<file path="src/rtl/jesd_rx_link_ctrl.sv">
// JESD204B receive link controller: LMFC alignment to SYSREF, SYNC~ handshake
// through CGS and ILAS, per-lane error monitoring with automatic resync.
module jesd_rx_lane #(
    parameter int CGS_COUNT  = 4,
    parameter int ERR_THRESH = 4
) (
    input  logic clk_i,
    input  logic rst_i,
    input  logic i_clr,
    input  logic i_cgs,
    input  logic i_ilas,
    input  logic i_data,
    input  logic i_lmfc,
    input  logic i_comma,
    input  logic i_ila,
    input  logic i_err,
    output logic o_cgs_ok,
    output logic o_ila_seen,
    output logic o_err_hit
);
    localparam int CW = $clog2(CGS_COUNT + 1);
    localparam int EW = $clog2(ERR_THRESH + 1);

    logic [CW-1:0] r_cgs_cnt;
    logic [EW-1:0] r_err_cnt;
    logic [EW-1:0] w_err_nxt;
    logic          r_ila_seen;

    // An error in the LMFC pulse cycle starts the new multiframe's count at 1
    always_comb begin
        w_err_nxt = r_err_cnt;
        if (i_lmfc)
            w_err_nxt = EW'(i_err);
        else if (i_err && r_err_cnt != EW'(ERR_THRESH))
            w_err_nxt = r_err_cnt + 1'b1;
    end

    always_ff @(posedge clk_i or posedge rst_i) begin
        if (rst_i) begin
            r_cgs_cnt  <= '0;
            r_err_cnt  <= '0;
            r_ila_seen <= 1'b0;
        end else begin
            if (i_clr)
                r_cgs_cnt <= '0;
            else if (i_cgs) begin
                if (i_comma && !i_err) begin
                    if (r_cgs_cnt != CW'(CGS_COUNT))
                        r_cgs_cnt <= r_cgs_cnt + 1'b1;
                end else
                    r_cgs_cnt <= '0;
            end
            r_ila_seen <= i_ilas & (r_ila_seen | i_ila);
            r_err_cnt  <= i_data ? w_err_nxt : '0;
        end
    end

    assign o_cgs_ok   = (r_cgs_cnt == CW'(CGS_COUNT));
    assign o_ila_seen = r_ila_seen;
    assign o_err_hit  = i_data & (w_err_nxt == EW'(ERR_THRESH));
endmodule

module jesd_rx_link_ctrl #(
    parameter int NUM_LANES   = 4,
    parameter int LMFC_PERIOD = 8,
    parameter int CGS_COUNT   = 4,
    parameter int ILAS_MF     = 4,
    parameter int ERR_THRESH  = 4
) (
    input  logic                           clk_i,
    input  logic                           rst_i,
    input  logic                           enable_i,
    input  logic                           sysref_i,
    input  logic [NUM_LANES-1:0]           comma_det_i,
    input  logic [NUM_LANES-1:0]           ila_start_i,
    input  logic [NUM_LANES-1:0]           lane_err_i,
    output logic                           sync_n_o,
    output logic                           lmfc_o,
    output logic [$clog2(LMFC_PERIOD)-1:0] lmfc_cnt_o,
    output logic [NUM_LANES-1:0]           lane_cgs_ok_o,
    output logic                           link_up_o,
    output logic [2:0]                     state_o,
    output logic [7:0]                     resync_cnt_o
);
    localparam int LW = $clog2(LMFC_PERIOD);
    localparam int IW = $clog2(ILAS_MF + 1);
    localparam logic [LW-1:0] LMFC_LAST = LW'(LMFC_PERIOD - 1);

    typedef enum logic [2:0] {
        S_IDLE = 3'd0, S_WAIT_SYSREF = 3'd1, S_CGS = 3'd2,
        S_ILAS = 3'd3, S_DATA = 3'd4, S_RESYNC = 3'd5
    } state_t;

    state_t         r_state, w_state_nxt;
    logic           r_sysref_q, r_sysref_seen, r_lmfc;
    logic [LW-1:0]  r_lmfc_cnt;
    logic [IW-1:0]  r_ilas_cnt;
    logic [7:0]     r_resync_cnt;
    logic           w_edge, w_seen_nxt;
    logic [LW-1:0]  w_lmfc_nxt;
    logic [NUM_LANES-1:0] w_cgs_ok, w_ila_seen, w_err_hit;

    assign w_edge     = sysref_i & ~r_sysref_q;
    assign w_lmfc_nxt = (w_edge || r_lmfc_cnt == LMFC_LAST) ? '0 : r_lmfc_cnt + 1'b1;
    assign w_seen_nxt = (r_state == S_IDLE) ? 1'b0 : (r_sysref_seen | w_edge);

    // Pulse is registered alongside the count, so a realign on a wrap is one pulse
    always_ff @(posedge clk_i or posedge rst_i) begin
        if (rst_i) begin
            r_sysref_q    <= 1'b0;
            r_sysref_seen <= 1'b0;
            r_lmfc_cnt    <= '0;
            r_lmfc        <= 1'b0;
            r_ilas_cnt    <= '0;
            r_resync_cnt  <= '0;
            r_state       <= S_IDLE;
        end else begin
            r_sysref_q    <= sysref_i;
            r_sysref_seen <= w_seen_nxt;
            r_lmfc_cnt    <= w_lmfc_nxt;
            r_lmfc        <= (w_lmfc_nxt == '0) & w_seen_nxt;
            if (r_state != S_ILAS)
                r_ilas_cnt <= '0;
            else if (r_lmfc)
                r_ilas_cnt <= r_ilas_cnt + 1'b1;
            if (r_state == S_RESYNC && r_resync_cnt != 8'hFF)
                r_resync_cnt <= r_resync_cnt + 1'b1;
            r_state <= w_state_nxt;
        end
    end

    always_comb begin
        w_state_nxt = r_state;
        case (r_state)
            S_IDLE:        if (enable_i) w_state_nxt = S_WAIT_SYSREF;
            S_WAIT_SYSREF: if (w_edge) w_state_nxt = S_CGS;
            S_CGS:         if (&w_cgs_ok && r_lmfc) w_state_nxt = S_ILAS;
            S_ILAS: begin
                if (|lane_err_i)
                    w_state_nxt = S_RESYNC;
                else if (r_lmfc && r_ilas_cnt == IW'(ILAS_MF - 1))
                    w_state_nxt = (&(w_ila_seen | ila_start_i)) ? S_DATA : S_RESYNC;
            end
            S_DATA:        if (|w_err_hit) w_state_nxt = S_RESYNC;
            S_RESYNC:      w_state_nxt = S_CGS;
            default:       w_state_nxt = S_IDLE;
        endcase
        if (!enable_i)
            w_state_nxt = S_IDLE;
    end

    for (genvar g = 0; g < NUM_LANES; g++) begin : g_lane
        jesd_rx_lane #(.CGS_COUNT(CGS_COUNT), .ERR_THRESH(ERR_THRESH)) u_lane (
            .clk_i      (clk_i),
            .rst_i      (rst_i),
            .i_clr      (r_state == S_IDLE || r_state == S_RESYNC),
            .i_cgs      (r_state == S_CGS),
            .i_ilas     (r_state == S_ILAS),
            .i_data     (r_state == S_DATA),
            .i_lmfc     (r_lmfc),
            .i_comma    (comma_det_i[g]),
            .i_ila      (ila_start_i[g]),
            .i_err      (lane_err_i[g]),
            .o_cgs_ok   (w_cgs_ok[g]),
            .o_ila_seen (w_ila_seen[g]),
            .o_err_hit  (w_err_hit[g])
        );
    end

    assign sync_n_o      = (r_state == S_ILAS) || (r_state == S_DATA);
    assign link_up_o     = (r_state == S_DATA);
    assign lmfc_o        = r_lmfc;
    assign lmfc_cnt_o    = r_lmfc_cnt;
    assign lane_cgs_ok_o = w_cgs_ok;
    assign state_o       = r_state;
    assign resync_cnt_o  = r_resync_cnt;
endmodule

</file>
<file path="config.mk">
export PLATFORM = sky130hd
export DESIGN_NAME = jesd_rx_link_ctrl
export DESIGN_NICKNAME = d
export VERILOG_FILES = /design/src/rtl/jesd_rx_link_ctrl.sv
export SDC_FILE = /design/constraint.sdc
export NUM_CORES = 1
export LEC_CHECK = 0
export BUFFER_PORTS_ARGS = -buffer_cell sky130_fd_sc_hd__buf_2
export CELL_PAD_IN_SITES_DETAIL_PLACEMENT = 0
export CELL_PAD_IN_SITES_GLOBAL_PLACEMENT = 1
export CORE_MARGIN = 2
export CORE_UTILIZATION = 41
export DETAILED_ROUTE_END_ITERATION = 6
export GPL_TIMING_DRIVEN = 0
export HOLD_SLACK_MARGIN = 0.12
export PLACE_DENSITY = 0.83
export SYNTH_ARGS = -nofsm -noshare
export SYNTH_HDL_FRONTEND = slang
export SYNTH_HIERARCHICAL = 1
export SYNTH_SLANG_ARGS = --single-unit
</file>
<file path="constraint.sdc">
create_clock -name clk_i -period 2.1 [get_ports clk_i]
set_input_delay 0.21 -clock clk_i [delete_from_list [all_inputs] [get_ports clk_i]]
set_output_delay 0.21 -clock clk_i [all_outputs]
set_load 0.005 [all_outputs]
</file>
---- Word level (Yosys, flattened, before mapping) ----
Cells that the tools add are included.
word-level totals
  flip-flop bits (word level) ............. 48
  output and inout port bits .............. 21
  bits of input ports ..................... 16
  word-level logic and storage cells ...... 151
cells by class
  add/subtract/negate cells ............... 11
  eq/ne operators ......................... 33
  reduce and logical (&&, ||, !) cells .... 31
  muxes and demuxes ....................... 40
  bitwise gates (word level) .............. 17
operator list
  kind                                                                     number
  3-bit two-way mux                                                        37
  3-bit inequality test, second input constant                             14
  3-bit equality test, second input constant                               11
  3-bit by 1-bit adder with 3-bit output, second input constant            10
  3-bit one-hot mux with 6 select lines                                    1
  4-bit AND reduction                                                      3
  1-bit logical AND                                                        11
  1-bit AND                                                                10
  3-bit by 2-bit equality test with 1-bit output, second input constant    3
  8-bit by 1-bit adder with 8-bit output, second input constant            1
  8-bit inequality test, second input constant                             1
  2-bit AND reduction                                                      4
  4-bit OR reduction                                                       2
  3-bit zero test                                                          2
  3-bit by 2-bit inequality test with 1-bit output, second input constant  2
  1-bit bitwise OR                                                         5
  1-bit zero test                                                          4
  4-bit inequality test, second input constant                             1
  4-bit bitwise OR                                                         1
  2-bit nonzero test                                                       2
  3-bit by 1-bit equality test with 1-bit output, second input constant    1
  1-bit logical OR                                                         3
  1-bit two-way mux                                                        2
  1-bit inverter                                                           1

---- Depth between registers and ports, before layout ----
  word-level depth ........................ 10
  gate-level depth with buffers ........... 9
  mapped depth without buffers ............ 9

---- Hierarchy ----
Netlist, hierarchy kept.
by module, submodules not included
  module             sequential area each (sq um)  cells an instance  area each (sq um)  times used
  jesd_rx_lane       175.2                         45                 465.4              4
  jesd_rx_link_ctrl  500.5                         102                1059.8             1

---- Worst setup path after synthesis ----
No wires, ideal clock.
  kind .................................... reg2reg
  from .................................... reg r_lmfc, in the netlist lmfc_o
  to ...................................... reg r_state[0], in the netlist state_o[0]
  setup slack ............................. -0.135 ns
  period minus slack after synthesis ...... 2.235 ns
  path buffers ............................ 0
  arrival time ............................ 2.113 ns
  stages on the path, launching flop included .. 8
  setup time .............................. 0.122 ns
  required time ........................... 1.978 ns
  cell sequence ........................... dfrtp_1 -> mux2i_1 -> mux2i_1 -> nor3b_2 -> or4_1 -> o211ai_1 -> a31oi_1 -> a32o_1
between the ends
  longest elaborated chain between the ends .. 6
  elaborated cells between the ends (all ways) .. 19
  those cells by class .................... eq/ne: 7; mux: 4; bitwise: 4; reduce/logical: 4
ends and longest elaborated chain
  what                             RTL line  source
  start, declared                  95        logic r_sysref_q, r_sysref_seen, r_lmfc;
  start signal, assigned           121       r_lmfc <= (w_lmfc_nxt == '0) & w_seen_nxt;
  3-bit two-way mux                32        if (i_lmfc)
  3-bit equality test              60        assign o_err_hit = i_data & (w_err_nxt == EW'(ERR_THRESH));
  1-bit AND                        60
  net w_err_hit[1]                 101       logic [NUM_LANES-1:0] w_cgs_ok, w_ila_seen, w_err_hit;
  4-bit OR reduction               144       S_DATA: if (|w_err_hit) w_state_nxt = S_RESYNC;
  3-bit inequality test (no line)  -
  4-bit AND reduction (no line)    -
  end signal, assigned             128       r_state <= w_state_nxt;
  end, declared                    94        state_t r_state, w_state_nxt;
The timed path passes the listed nets, and every way through them passes these cells.
A chain may end at the register's enable or synchronous reset.

---- Final worst setup path ----
  from .................................... reg g_lane[2].u_lane.r_err_cnt[0]
  to ...................................... reg r_state[0], in the netlist state_o[0]
between the ends
  longest elaborated chain between the ends .. 9
  elaborated cells between the ends (all ways) .. 10
  those cells by class .................... add/sub: 1; eq/ne: 3; mux: 2; bitwise: 1; reduce/logical: 3
ends and longest elaborated chain
  what                                                                                            RTL line  source
  start, declared                                                                                 25        logic [EW-1:0] r_err_cnt;
  start signal, assigned                                                                          54        r_err_cnt <= i_data ? w_err_nxt : '0;
  parallel branches: the longest is 2 deep, another holds 3-bit by 1-bit adder with 3-bit output  -
  3-bit two-way mux *                                                                             34        else if (i_err && r_err_cnt != EW'(ERR_THRESH))
  3-bit two-way mux *                                                                             32
  3-bit equality test *                                                                           60
  1-bit AND *                                                                                     60
  net w_err_hit[2]                                                                                101
  4-bit OR reduction *                                                                            144
  3-bit inequality test (no line) *                                                               -
  4-bit AND reduction (no line) *                                                                 -
Mark *: on every way through the listed nets, which the timed path passes.

==> run_results.csv <==
group,metric,value,unit
synth,syn_nets,319,
synth,yosys-top-cells-count,"48 x dfrtp_1, 32 x inv_1, 21 x ha_1",
final_layout,antenna_cells,0,
routing,vias,2185,
clock_network,clk_pin_slew_worst_paths,0.09,ns
routing,wl_per_cell,13.9,microns
synth,synth_area,2920,sq um
floorplan,dieWidth,88.4,microns
clock_network,clock_latency,0.30,ns
synth,synth-edff-count,0,
place,numPortBuffers,36,
final_layout,fillerInstances,657,
synth,synthFlopType,"dfrtp_1",
synth,yosysUniqueCellTypes,45,
synth,syn_inst,282,
final_layout,final_util,51.0,%
floorplan,core-area,6830,sq um
worst_setup_path,setup.worst_path.end_class,"flip-flop",
routing,dr.first_iter.drc_count,57,
min_path,hold_depth,2,
clock_network,tritoncts,"built",
final_layout,stdcell_count,430,
timing,maxSlewHeadroom,42.4,%
floorplan,rows,30,
timing,fin_worst_skew,0.00235,ns
clock_network,clk_path_buf_depth,2,
routing,drc,0,
worst_setup_path,r2r_end,"state_o[0]",
worst_setup_path,worstPathRequired,2.30,ns
timing,timing.final.crit_share,110,%
floorplan,die_height,88.4,microns
status,violations,"setup timing",
worst_setup_path,startpoint_type,"flip-flop",
synth,synth.most_common_cell,"dfrtp_1",
synth,synth_top_cell_area_share,41.1,%
worst_setup_path,worstPathArrival,2.51,ns
clock_network,cts.sinks,48,
final_layout,area_growth,19.2,%
timing,worst_slew_pin_slew,0.859,ns
timing,grt_setup_unrepaired,"true",
power,irDropWorstVdd,0.438,mV
place,hpwl,4400,microns
timing,layout_min_cycle_time,2.31,ns
timing,setup_viol,1,
synth,ys_async_sr_fraction,100,%
clock_network,cts_root_buf,"clkbuf_8",
worst_setup_path,r2r_cells,9,
worst_setup_path,crit_chain,"inv_1, ha_2, and4b_4, nor4b_4, nor3b_2, or4_1, o211ai_1, a31oi_1, a32o_1",
worst_setup_path,crit_family,"simple AND/OR/NAND/NOR gates",
routing,vias_per_cell,5.08,
routing,firstDrtPassIters,4,
power,power,0.00219,W
floorplan,io_pins,37,
synth,yosys_warnings,6,
worst_setup_path,slowest_delay,0.54,ns
floorplan,die_area,7820,sq um
global_route,track_usage,16.6,%
status,status,"finished, violations left",
final_layout,finalNetCount,370,
timing,holdWs,0.152,ns
worst_setup_path,r2r_slack,-0.21,ns
timing,hold_viol,0,
floorplan,start_util,42.8,%
global_route,grt.overflow.total,0,
worst_setup_path,worst-path-buf-inv,1,
global_route,grt_max_degree,23,
min_path,holdCritStartpoint,"ila_start_i[3]",
final_layout,multi_input_area,1640,sq um
synth,synth_seq_area_share,41.1,%
synth,ys_seq_elements,48,
clock_network,cts_made_buffers,5,
clock_network,h-tree-depth,2,
worst_setup_path,path_max_fanout,3,
min_path,worstHoldPathType,"input pin to flip-flop",
power,leakagePower,1.62,nW
timing,maxSlewViolCount,0,
power,p_per_area,630,nW/um^2
global_route,antenna_found_initial,0,
timing,fin_ws,-0.213,ns
timing,fin_setup_tns,-0.213,ns
synth,synth.avg_cell_area,10.4,sq um
worst_setup_path,r2r-start,"g_lane[2].u_lane/r_err_cnt[0]",
timing,fmax,0.432,GHz
place,placedCellCount,415,
job,drv_cap,0,
global_route,grt_pass1_vias,2235,
synth,yosysTopAreaCell,"dfrtp_1",
place,gp_congestion,0.782,
routing,drtAntennaViolNets,0,
routing,wirelength,6000,microns
final_layout,final-seq-area,1200,sq um
synth,yosys-top-cells-area,"dfrtp_1 41%, ha_1 9.0%, mux2i_1 4.8%, inv_1 4.1%, a21oi_1 3.4%",
worst_setup_path,crit_type,"flip-flop to flip-flop",
worst_setup_path,critPathSlowestCell,"or4_1",
min_path,worstHoldEndpoint,"g_lane[3].u_lane/o_ila_seen",
global_route,grt_pass1_wl,10100,microns
final_layout,layout-drive-gt1-share,28.1,%
[cells by family after synthesis]
| family | synth area share (%) |
|---|---|
| AND/OR/NAND/NOR | 25.7 |
| AO/OA/AOI/OAI | 12.0 |
| multiplexers | 4.80 |
| XOR/XNOR | 2.40 |
| buffers and inverters | 4.97 |
| flip-flops | 41.1 |
| adder cells (fa/ha/maj) | 8.99 |
[stage by stage]
step                area, sq um  setup WS (ns)
finish                     3480         -0.213
global placement           3230         -0.683
detailed placement         3250         -0.344
global route               3480         -0.343
CTS                        3430         -0.191
floorplan                  2930        -0.0397
[where the power goes]
part / switching [W] / internal, W
sequential: 0.0000764 / 0.000984
clock: 0.000313 / 0.000420
combinational: 0.000214 / 0.000186
total: 0.000603 / 0.00159
[registers in the layout (all words and copies together), names as in the netlist]
register	count
lmfc_cnt_o	3
g_lane.u_lane/o_ila_seen	4
g_lane.u_lane/r_cgs_cnt	12
lmfc_o	1
resync_cnt_o	8
g_lane.u_lane/r_err_cnt	12
state_o	3
r_sysref_seen	1
r_ilas_cnt	3
r_sysref_q	1
[repair_timing]
action / CTS / global route
endpoints found under the hold margin: 49 / 0
buffers inserted: 2 / 3
pin swaps: 2 / 4
hold buffers: 2 / 0
setup endpoints to repair: 1 / 1
gates resized for setup: 3 / 7
[cell usage in the layout, fill, tap and decap left out, types with 3 or more instances in the layout]
cell type | Yosys | final
nand2_1 | 12 | 12
ha_2 | 0 | 4
buf_4 | 1 | 6
clkbuf_8 | 0 | 7
xnor2_1 | 5 | 5
mux2i_1 | 14 | 11
mux2i_2 | 0 | 3
o21a_1 | 5 | 5
nand3_1 | 6 | 6
inv_1 | 32 | 32
buf_2 | 2 | 38
a21oi_1 | 20 | 20
nand2b_1 | 9 | 8
nand4_1 | 9 | 9
xor2_1 | 3 | 3
dfrtp_1 | 48 | 47
and2b_2 | 5 | 5
nand3b_1 | 4 | 4
and4b_2 | 4 | 4
ha_1 | 21 | 17
nor3_1 | 9 | 7
nor4b_4 | 4 | 4
nor3b_2 | 4 | 4
and4b_4 | 4 | 4
nor2_1 | 8 | 7
nor2b_1 | 8 | 8
o21ai_0 | 11 | 11
and2_1 | 10 | 10
[layer usage]
metal  vias to the layer above  routed length [microns]  track usage [%]
met3                         7                      229             3.82
met1                      1053                     2750             20.8
met5                         -                        0                0
li1                       1087                        -                -
met4                         0                       75             4.55
met2                        38                     2940             28.8
[final cells by class]
cell class	count	share of cell area, %
buffer	4	0.611
clock buffer	7	2.77
clock inverter	1	0.862
inverter	33	3.56
multi-input combinational	197	47.0
sequential	48	34.6
tap	96	3.45
timing repair buffer	44	7.15
[worst max path at each step]
stage               slack, ns                          start  cells after the start                       endpoint
detailed placement      -0.34                     state_o[0]                      9                     state_o[0]
finish                  -0.21  g_lane[2].u_lane/r_err_cnt[0]                      9                     state_o[0]
floorplan               -0.04  g_lane[1].u_lane/r_err_cnt[0]                      9                     state_o[0]
global route            -0.34  g_lane[2].u_lane/r_err_cnt[1]                      9                     state_o[0]
CTS                     -0.19  g_lane[3].u_lane/r_err_cnt[0]                      9                     state_o[0]
global placement        -0.68                     state_o[2]                      5  g_lane[2].u_lane/r_cgs_cnt[0]
Power figures use the tool's default switching activity.
